**config.mk**
```make
export PLATFORM = sky130hd
export DESIGN_NAME = mouse_device_sm
export DESIGN_NICKNAME = d
export VERILOG_FILES = /design/src/rtl/mouse_device_sm.sv
export SDC_FILE = /design/constraint.sdc
export NUM_CORES = 1
export LEC_CHECK = 0
export BUFFER_PORTS_ARGS = -buffer_cell sky130_fd_sc_hd__buf_4
export CORE_ASPECT_RATIO = 1.75
export CORE_MARGIN = 3
export CORE_UTILIZATION = 55
export CTS_CLUSTER_DIAMETER = 60
export DETAILED_ROUTE_END_ITERATION = 8
export PLACE_DENSITY = 0.88
export SLEW_MARGIN = 30
export SYNTH_ARGS = -nofsm -noshare
export SYNTH_HDL_FRONTEND = slang
export SYNTH_SLANG_ARGS = --single-unit
```
**constraint.sdc**
```tcl
create_clock -name CLK -period 6.9 [get_ports CLK]
set_input_delay 1.38 -clock CLK [delete_from_list [all_inputs] [get_ports CLK]]
set_output_delay 1.38 -clock CLK [all_outputs]
set_load 0.03 [all_outputs]
```
**src/rtl/mouse_device_sm.sv**
```systemverilog
// PS/2 mouse device-side protocol FSM: host command decode, response/packet byte queue, BAT delay.
// Optional: define MOUSE_DEV_RESEND_EN to answer host FE by repeating the last byte sent.
module mouse_device_sm #(
    parameter logic [23:0] BAT_DELAY = 24'd1000
) (
    input  logic       CLK,
    input  logic       RESET,
    input  logic       BYTE_READY,
    input  logic [7:0] BYTE_READ,
    input  logic [1:0] BYTE_ERROR_CODE,
    output logic       READ_ENABLE,
    output logic       SEND_BYTE,
    output logic [7:0] BYTE_TO_SEND,
    input  logic       BYTE_SENT,
    input  logic [7:0] MOVE_STATUS,
    input  logic [7:0] MOVE_DX,
    input  logic [7:0] MOVE_DY,
    input  logic       MOVE_VALID,
    output logic       MOVE_READY,
    output logic       STREAM_EN
);

    localparam logic [1:0] IDLE     = 2'd0;
    localparam logic [1:0] TX_START = 2'd1;
    localparam logic [1:0] TX_WAIT  = 2'd2;
    localparam logic [1:0] BAT_WAIT = 2'd3;

    logic [1:0]  state;
    logic [7:0]  q [3];
    logic [1:0]  q_cnt;
    logic [23:0] bat_cnt;
    logic        bat_pending;

    logic [7:0]  rsp_b [3];
    logic [1:0]  rsp_n;
    logic        stream_set;
    logic        stream_clr;
    logic        bat_start;
    logic        host_take;
    logic        move_take;

`ifdef MOUSE_DEV_RESEND_EN
    logic [7:0]  last_sent;

    always_ff @(posedge CLK or negedge RESET) begin
        if (!RESET) begin
            last_sent <= 8'h00;
        end else if (BYTE_SENT) begin
            last_sent <= BYTE_TO_SEND;
        end
    end
`endif

    // The receiver is only listening while no byte is in flight.
    assign READ_ENABLE = (state == IDLE) || (state == BAT_WAIT);
    assign MOVE_READY  = (state == IDLE) && STREAM_EN && !BYTE_READY;
    assign host_take   = BYTE_READY && READ_ENABLE;
    assign move_take   = MOVE_VALID && MOVE_READY;

    // NOTE: every output of this block gets a default first, so no latch is inferred.
    always_comb begin
        rsp_b[0]   = 8'hFA;
        rsp_b[1]   = 8'h00;
        rsp_b[2]   = 8'h00;
        rsp_n      = 2'd1;
        stream_set = 1'b0;
        stream_clr = 1'b0;
        bat_start  = 1'b0;
        if (BYTE_ERROR_CODE != 2'b00) begin
            rsp_b[0] = 8'hFE;
        end else begin
            case (BYTE_READ)
                8'hFF: begin
                    stream_clr = 1'b1;
                    bat_start  = 1'b1;
                end
                8'hF4: stream_set = 1'b1;
                8'hF5: stream_clr = 1'b1;
                8'hF2: rsp_n = 2'd2;
`ifdef MOUSE_DEV_RESEND_EN
                8'hFE: rsp_b[0] = last_sent;
`endif
                default: ;
            endcase
        end
    end

    // NOTE: state uses non-blocking assignments only; the small byte queue is
    // reset too, so a reset mid-transfer leaves nothing stale behind.
    always_ff @(posedge CLK or negedge RESET) begin
        if (!RESET) begin
            state        <= IDLE;
            q[0]         <= 8'h00;
            q[1]         <= 8'h00;
            q[2]         <= 8'h00;
            q_cnt        <= 2'd0;
            bat_cnt      <= 24'd0;
            bat_pending  <= 1'b0;
            SEND_BYTE    <= 1'b0;
            BYTE_TO_SEND <= 8'h00;
            STREAM_EN    <= 1'b0;
        end else begin
            SEND_BYTE <= 1'b0;
            case (state)
                IDLE, BAT_WAIT: begin
                    if (host_take) begin
                        q[0]        <= rsp_b[0];
                        q[1]        <= rsp_b[1];
                        q[2]        <= rsp_b[2];
                        q_cnt       <= rsp_n;
                        bat_pending <= bat_start;
                        bat_cnt     <= 24'd0;
                        if (stream_set) STREAM_EN <= 1'b1;
                        if (stream_clr) STREAM_EN <= 1'b0;
                        state       <= TX_START;
                    end else if (move_take) begin
                        q[0]  <= MOVE_STATUS | 8'h08;
                        q[1]  <= MOVE_DX;
                        q[2]  <= MOVE_DY;
                        q_cnt <= 2'd3;
                        state <= TX_START;
                    end else if (state == BAT_WAIT) begin
                        if (bat_cnt == BAT_DELAY - 24'd1) begin
                            q[0]        <= 8'hAA;
                            q[1]        <= 8'h00;
                            q_cnt       <= 2'd2;
                            bat_pending <= 1'b0;
                            state       <= TX_START;
                        end else begin
                            bat_cnt <= bat_cnt + 24'd1;
                        end
                    end
                end
                TX_START: begin
                    SEND_BYTE    <= 1'b1;
                    BYTE_TO_SEND <= q[0];
                    state        <= TX_WAIT;
                end
                TX_WAIT: begin
                    if (BYTE_SENT) begin
                        q[0]  <= q[1];
                        q[1]  <= q[2];
                        q[2]  <= 8'h00;
                        q_cnt <= q_cnt - 2'd1;
                        if (q_cnt > 2'd1) begin
                            state <= TX_START;
                        end else if (bat_pending) begin
                            bat_cnt <= 24'd0;
                            state   <= BAT_WAIT;
                        end else begin
                            state <= IDLE;
                        end
                    end
                end
                default: state <= IDLE;
            endcase
        end
    end

endmodule

```
# Yosys cells after proc, flatten, opt, wreduce, memory -nomap -nowiden
# Cells that the tools add are included.
# W data, S select, Z words.
dict set report op_classes {
  n_eq_ne 18
  add_sub_neg 2
  reduce_logical 20
  mux 45
  n_lt_le_gt_ge 1
}
# operator n
set ops {}
lappend ops {{$mux W24} 9}
lappend ops {{$pmux W24 S2} 2}
lappend ops {{$mux W16} 3}
lappend ops {{$eq A8 B8 Y1 const B} 4}
lappend ops {{$mux W2} 14}
lappend ops {{$add A24 B1 Y24 const B} 1}
lappend ops {{$eq A24 B10 Y1 const B} 1}
lappend ops {{$mux W1} 13}
lappend ops {{$ne A3 B3 Y1 const B} 4}
lappend ops {{$reduce_bool A2 Y1} 5}
lappend ops {{$reduce_and A3 Y1} 3}
lappend ops {{$mux W8} 1}
lappend ops {{$ne A2 B2 Y1 const B} 4}
lappend ops {{$ne A4 B4 Y1 const B} 2}
lappend ops {{$reduce_and A4 Y1} 2}
lappend ops {{$reduce_and A7 Y1} 1}
lappend ops {{$pmux W2 S3} 1}
lappend ops {{$eq A2 B2 Y1 const B} 2}
lappend ops {{$logic_and A1 B1 Y1} 4}
lappend ops {{$pmux W2 S2} 1}
lappend ops {{$reduce_or A2 Y1} 2}
lappend ops {{$mux W3} 1}
lappend ops {{$eq A2 B1 Y1 const B} 1}
lappend ops {{$gt A2 B1 Y1 const B} 1}
lappend ops {{other kinds (4)} 4}
dict set report totals {
  inputBits 39
  elab_cells 96
  ff_bits 63
}

# Depth between registers and ports, before layout
# Gate-level depths: netlist (run 1).
dict set report depth {
  ltp_word 7
  mapped_depth 10
  depth_no_buf 7
}

# Worst setup path after synthesis (run 1)
# No wires, ideal clock.
dict set report synth_timing {
  path_type {input -> output}
  from {input port BYTE_READY}
  to {output port MOVE_READY}
  slack_ns 3.727
  stages 1
  t_arrival_ns 1.793
  path_cell_list {nor2_1}
}
dict set report synth_via {
  elab_chain_len 2
}
# item line
set synth_rtl {}
lappend synth_rtl {{start: declaration} 8} ;# input logic BYTE_READY,
lappend synth_rtl {{$logic_not A1 Y1} 56} ;# assign MOVE_READY = (state == IDLE) && STREAM_EN && !BYTE_READY;
lappend synth_rtl {{$logic_and A1 B1 Y1} 56}
lappend synth_rtl {{end: declaration} 19} ;# output logic MOVE_READY,
# Every way passes these cells.

# Worst setup path after layout (run 1)
dict set report layout_timing {
  from {register state[0]}
  to {register q[10] in the netlist's numbering}
}
dict set report layout_via {
  elab_chain_len 7
}
# item line
set layout_rtl {}
lappend layout_rtl {{start: declaration} 28} ;# logic [1:0] state;
lappend layout_rtl {{start signal: assignment} 92} ;# state <= IDLE;
lappend layout_rtl {{start signal: assignment} 115} ;# state <= TX_START;
lappend layout_rtl {{start signal: assignment} 121} ;# state <= TX_START;
lappend layout_rtl {{$logic_not A2 Y1} {55, 56, 104}}
lappend layout_rtl {{$logic_and A1 B1 Y1 (2 in series)} 56}
lappend layout_rtl {{$logic_and A1 B1 Y1} 58} ;# assign move_take = MOVE_VALID && MOVE_READY;
lappend layout_rtl {{$mux W16} 116} ;# end else if (move_take) begin
lappend layout_rtl {{$mux W24} 106} ;# if (host_take) begin
lappend layout_rtl {{$pmux W24 S2} 104} ;# case (state)
lappend layout_rtl {{end: declaration} 29} ;# logic [7:0] q [3];
# Parallel ways exist; a longest one is shown, timed or not.
# A chain may end at the register's enable or synchronous reset.

==> impl_metrics.json, run 1 <==
{
  "period_minus_slack_ns": 3.38,
  "die_area_mm2": 0.00712,
  "cts_hold_buf": 0,
  "nets": 431,
  "r2r_slack_ns": 3.52,
  "dr.pass1.iters": 5,
  "min_path_cells": 1,
  "wl_met1_mm": 3.02,
  "synthCells": 341,
  "ys_ff_latch": 63,
  "num_vias": 2989,
  "min_to": "q[8]$_DFFE_PN0P_",
  "highest_layer": "met4",
  "cts_made_buffers": 9,
  "drc_errors": 0,
  "async_flop_share_pct": 100,
  "routed-wl-met2_mm": 4.71,
  "synth_edf_count": 0,
  "core_area_mm2": 0.00593,
  "fmax_mhz": 296,
  "crit_arrival_ns": 3.61,
  "start_util_pct": 56.7,
  "post_cts_buffers": 0,
  "p_per_area_mw_per_mm2": 393,
  "drive_gt1_share_pct": 22.5,
  "overflow": 0,
  "final_area_mm2": 0.00394,
  "synth_area_per_cell_um2": 9.86,
  "timing.final.crit_share_pct": 49.0,
  "cts-root-buf": "clkbuf_8",
  "final_util_pct": 66.5,
  "setup_viol": 0,
  "first_global_vias": 3051,
  "rsz0062_at_grt": "no",
  "maxCapViolCount": 0,
  "critPathCaptureType": "register",
  "hp-class": "reg2reg",
  "clock_skew_ns": 0.00898,
  "die-height_um": 109,
  "fin_setup_tns_ns": 0,
  "cts_resized": 0,
  "place_inst": 453,
  "placed_area_mm2": 0.00374,
  "timing.rr.start": "state[0]$_DFFE_PN0P_",
  "wl_met3_um": 485,
  "tightestPinTransition_ns": 0.961,
  "wirelength_mm": 8.67,
  "outcome": "completed",
  "clkTransAtPathRegs_ns": 0.07,
  "cts_tree": "yes",
  "drv_slew": 0,
  "grt_max_degree": 64,
  "diodes": 0,
  "ir_drop_mv": 0.308,
  "antenna_found_initial": 0,
  "crit_type": "reg2reg",
  "ios": 51,
  "crit_fanout": 22,
  "worstReg2RegEnd": "q[10]$_DFFE_PN0P_",
  "htree_levels": 3,
  "syn_nets": 386,
  "synth_flop_cell": "dfrtp_1",
  "grtUsageTotal_pct": 26.2,
  "gp_congestion": 0.853,
  "synth.distinct_cells": 44,
  "portBuffers": 49,
  "cp_data_required_time_ns": 7.13,
  "fp-row-count": 37,
  "area_growth_pct": 17.3,
  "wl_per_cell_um": 18.5,
  "yosysSeqAreaShare_pct": 46.9,
  "hold_viol": 0,
  "r2r_cells": 7,
  "p_leak_nw": 1.76,
  "instances_no_fill": 469,
  "syn_area_mm2": 0.00336,
  "clkSinkCount": 63,
  "fp.dieW_um": 65.1,
  "cts_max_path_buffers": 2,
  "relSlewSlack_pct": 35.7,
  "final_antenna_net_count": 0,
  "drt_iter0_drc": 192,
  "cp-start-kind": "register",
  "ys_warn_count": 0,
  "hp-start": "q[8]$_DFFE_PN0P_",
  "dpl.hpwl_mm": 5.84,
  "grt_pass1_wl_mm": 14.1,
  "viasPerCell": 6.37,
  "clk_latency_ns": 0.36
}
-- state kept, by name, indices dropped and copies added (netlist names) --
signal / count
BYTE_TO_SEND: 8
SEND_BYTE: 1
STREAM_EN: 1
bat_cnt: 24
bat_pending: 1
q: 24
q_cnt: 2
state: 2
-- final cells by class --
type                       count  area (um^2)
fill                         479         1980
multi-input combinational    244         1630
sequential                    63         1580
timing repair buffer          50          375
clock buffer                  10          128
tap                           78         97.6
clock inverter                 6         70.1
inverter                      18         67.6
-- cell usage in the layout (no fill, tap or decap), types with 10 or more instances in the layout --
cell,synthesis,layout
dfrtp_1,63,63
buf_4,0,50
o21ai_0,38,38
nor2_1,20,20
nand3_1,20,20
inv_1,18,18
mux2_2,18,18
nand2_1,16,16
a31oi_1,11,11
nand2b_1,10,10
o21ai_1,10,10
-- cell usage after synthesis (3+ instances only) --
cell type  number  area (um^2)
a21oi_1         9         45.0
a22o_1          9         78.8
a31oi_1        11         68.8
and2_1          3         18.8
and3_1          8         50.1
buf_2           3         15.0
buf_6           3         33.8
clkbuf_1        8         30.0
dfrtp_1        63         1580
ha_1            6         75.1
inv_1          18         67.6
mux2_1          6         67.6
mux2_2         18          203
mux2i_1         4         40.0
nand2_1        16         60.1
nand2b_1       10         62.6
nand3_1        20          100
nand3b_1        4         30.0
nand4_1         3         18.8
nor2_1         20         75.1
nor4_1         10         62.6
o21ai_0        38          190
o21ai_1        10         50.1
o22ai_1         3         18.8
o31ai_1         9         67.6
o41ai_1         3         26.3
or4_1           7         52.6
-- routing by layer --
| layer | vias up | global-route usage [%] |
|---|---|---|
| met1 | 1451 | 27.2 |
| li1 | 1360 | - |
| met5 | - | 0 |
| met3 | 37 | 4.19 |
| met4 | 0 | 19.6 |
| met2 | 141 | 46.7 |
-- cells by family after synthesis --
family | after synthesis | share of synthesized area (%)
compound gates | 99 | 18.6
fa+ha+maj | 6 | 2.23
buf+inv | 34 | 5.06
flops | 63 | 46.9
mux | 28 | 9.23
simple gates | 111 | 18.0
-- critical path: stages (launching register included) --
cell and delay, ns:
dfrtp_1 0.42, inv_1 0.10, ha_1 0.66, inv_1 0.37, nand2_1 0.71, nor2_1 0.36
a22o_1 0.31, mux2_1 0.32
-- power by group --
| part | total (mW) | switching, mW | internal [mW] |
|---|---|---|---|
| combinational | 0.699 | 0.433 | 0.266 |
| clock | 0.325 | 0.157 | 0.168 |
| sequential | 0.527 | 0.0658 | 0.461 |
-- worst max-delay path by stage --
| stage | start | endpoint | slack, ns |
|---|---|---|---|
| 6_report | state[0]$_DFFE_PN0P_ | q[10]$_DFFE_PN0P_ | 3.52 |
| 5_1_grt | state[0]$_DFFE_PN0P_ | q[10]$_DFFE_PN0P_ | 3.37 |
| 4_1_cts | state[0]$_DFFE_PN0P_ | q[10]$_DFFE_PN0P_ | 3.57 |
| 3_5_place_dp | BYTE_READY | bat_cnt[5]$_DFFE_PN0P_ | 3.56 |
| 3_3_place_gp | BYTE_READY | bat_cnt[5]$_DFFE_PN0P_ | 3.57 |
| 2_1_floorplan | BYTE_READY | MOVE_READY | 3.73 |
-- metrics by stage --
stage | total power, mW | setup WS (ns) | hold WS (ns)
after floorplan | 1.07 | 3.73 | 0.452
after global placement | 1.19 | 3.57 | 0.466
after detailed placement | 1.22 | 3.56 | 0.480
after CTS | 1.55 | 3.57 | 0.496
after global routing | 1.64 | 3.37 | 0.528
final | 1.55 | 3.52 | 0.498
No activity file was read; power rests on OpenSTA's default activity.
==> run 2: changes to the inputs <==
Settings changed: ABC_AREA from default to 1, CORE_UTILIZATION 55 to 52, PLACE_DENSITY 0.88 to 0.87.
Clock period 6.9 ns to 2.8 ns, I/O delays scaled along.
==> impl_metrics.json, run 2 <==
{
  "fp.dieW_um": 70.8,
  "grt_pass1_wl_mm": 17.3,
  "drive_gt1_share_pct": 15.5,
  "r2r_cells": 10,
  "crit_arrival_ns": 2.79,
  "rsz0062_at_grt": "no",
  "cp_data_required_time_ns": 3.03,
  "dr.pass1.iters": 5,
  "antenna_found_initial": 0,
  "synthCells": 558,
  "synth_area_per_cell_um2": 6.85,
  "busiest_layer": "met2",
  "clkSinkCount": 63,
  "p_per_area_mw_per_mm2": 959,
  "p_clk_share_pct": 24.4,
  "viasPerCell": 5.52,
  "critPathCaptureType": "register",
  "crit_type": "reg2reg",
  "diodes": 0,
  "period_minus_slack_ns": 2.56,
  "syn_nets": 603,
  "gr-usage-met3_pct": 4.65,
  "tightestPinTransition_ns": 0.797,
  "final_antenna_net_count": 0,
  "use_met2_pct": 47.2,
  "met1_usage_pct": 25.6,
  "synth_top_cell_area_share_pct": 41.2,
  "drv_slew": 0,
  "final_area_mm2": 0.00451,
  "p_leak_nw": 2.28,
  "relSlewSlack_pct": 46.9,
  "fin_setup_tns_ns": 0,
  "synth_flop_cell": "dfrtp_1",
  "clk_latency_ns": 0.34,
  "yosys-top-cells-area": "dfrtp_1 41%, nand2_1 22%, nand3_1 6.8%, nor2_1 6.8%, inv_1 3.6%",
  "nets": 651,
  "ys_warn_count": 0,
  "switchingPower_mw": 1.98,
  "crit_fanout": 24,
  "timing.rr.start": "state[0]$_DFFE_PN0P_",
  "hp-class": "in2async",
  "synth_area_leader_cell": "dfrtp_1",
  "cts_max_path_buffers": 2,
  "syn_area_mm2": 0.00382,
  "area_growth_pct": 17.8,
  "crit_start": "state[0]$_DFFE_PN0P_",
  "reg.largest.list": "bat_cnt x24, q x24, BYTE_TO_SEND x8",
  "htree_levels": 3,
  "gp_congestion": 0.943,
  "cts_made_buffers": 9,
  "synth_edf_count": 0,
  "portBuffers": 49,
  "cts_resized": 0,
  "cts_tree": "yes",
  "grtUsageTotal_pct": 25.9,
  "fmax_mhz": 391,
  "swShare_pct": 45.8,
  "post_cts_buffers": 0,
  "overflow": 0,
  "hold_viol": 0,
  "ios": 51,
  "wirelength_mm": 10.2,
  "die-height_um": 119,
  "dpl.hpwl_mm": 7.43,
  "internal_power_mw": 2.34,
  "comb_power_share_pct": 45.9,
  "placed_area_mm2": 0.00423,
  "yosys-top-cells-count": "222 x nand2_1, 69 x nor2_1, 63 x dfrtp_1",
  "start_util_pct": 54.6,
  "outcome": "completed",
  "ys_ff_latch": 63,
  "cp-start-kind": "register",
  "timing.final.crit_share_pct": 91.4,
  "setup_viol": 0,
  "final_cell_mix": "222 x nand2_1, 69 x nor2_1, 63 x dfrtp_1, 55 x buf_4, 52 x nand3_1",
  "maxCapViolCount": 0,
  "power_mw": 4.32,
  "cts-root-buf": "clkbuf_16",
  "yosysSeqAreaShare_pct": 41.2,
  "core_area_mm2": 0.00701,
  "ir_drop_mv": 0.777,
  "drc_errors": 0,
  "seqPwrFrac_pct": 29.7,
  "synth.distinct_cells": 38,
  "clock_skew_ns": 0.00609,
  "final_util_pct": 64.3,
  "clkTransAtPathRegs_ns": 0.06,
  "drt_iter0_drc": 243,
  "yosysMostFrequentCell": "nand2_1",
  "cts_hold_buf": 0,
  "fp-row-count": 40,
  "die_area_mm2": 0.00846,
  "final_common_cell": "nand2_1",
  "first_global_vias": 3885,
  "wl_per_cell_um": 14.6,
  "async_flop_share_pct": 100,
  "grt_max_degree": 64,
  "num_vias": 3836
}
==> run 2: layer usage <==
metal  vias to the layer above  wire (um)
met1                      1780       3590
met4                         0        539
met2                       148       5570
met5                         -          0
li1                       1861          -
met3                        47        458
==> run 2: path summary, 6_finish.rpt <==
check | endpoint | slack, ns
setup / recovery | bat_cnt[22]$_DFFE_PN0P_ | 0.24
hold / removal | bat_cnt[9]$_DFFE_PN0P_ | 0.28
setup reg to reg | bat_cnt[22]$_DFFE_PN0P_ | 0.24
hold reg to reg | q[16]$_DFFE_PN0P_ | 0.47
max in group asynchronous | bat_cnt[17]$_DFFE_PN0P_ | 1.96
min in group CLK | q[6]$_DFFE_PN0P_ | 0.47
==> run 2: worst max-delay path: stages, from the launching register on <==
cell and delay (ns):
dfrtp_1 0.39, inv_1 0.09, ha_1 0.30, inv_1 0.16, or2_2 0.14, o21ai_1 0.10, a211oi_4 0.63, buf_6 0.24
nand2_4 0.19, nand2_1 0.13, nand2_1 0.06
==> run 2: logic make-up after synthesis <==
family	count (synthesis)	synth area share [%]
and+or+nand+nor	368	40.1
DFF	63	41.2
xor gates and xnor gates	3	0.687
adders and majority gates	6	1.96
buffers and inverters	64	7.76
AOI/OAI and AO/OA	54	8.31
==> run 2: final cells by class <==
type	count	area (um^2)
Tap cell	84	105
Timing Repair Buffer	56	424
Clock buffer	9	225
Multi-Input combinational cell	431	1950
Sequential cell	63	1580
Clock inverter	7	55.1
Inverter	45	169
Fill cell	620	2500
==> run 2: through the flow <==
step,std cells,hold slack (ns),setup slack (ns)
2_1_floorplan,558,0.264,0.835
3_3_place_gp,678,0.457,0.175
3_5_place_dp,679,0.458,0.302
4_1_cts,695,0.346,0.258
5_1_grt,695,0.361,0.0507
6_report,695,0.285,0.241
==> run 2: power groups by stage <==
stage / logic (mW) / registers, mW / clock network (mW)
3_5_place_dp: 1.96 / 1.29 / 0
3_3_place_gp: 1.86 / 1.28 / 0
6_report: 1.98 / 1.28 / 1.05
5_1_grt: 2.18 / 1.31 / 1.11
2_1_floorplan: 1.40 / 1.37 / 0
4_1_cts: 1.98 / 1.28 / 1.06
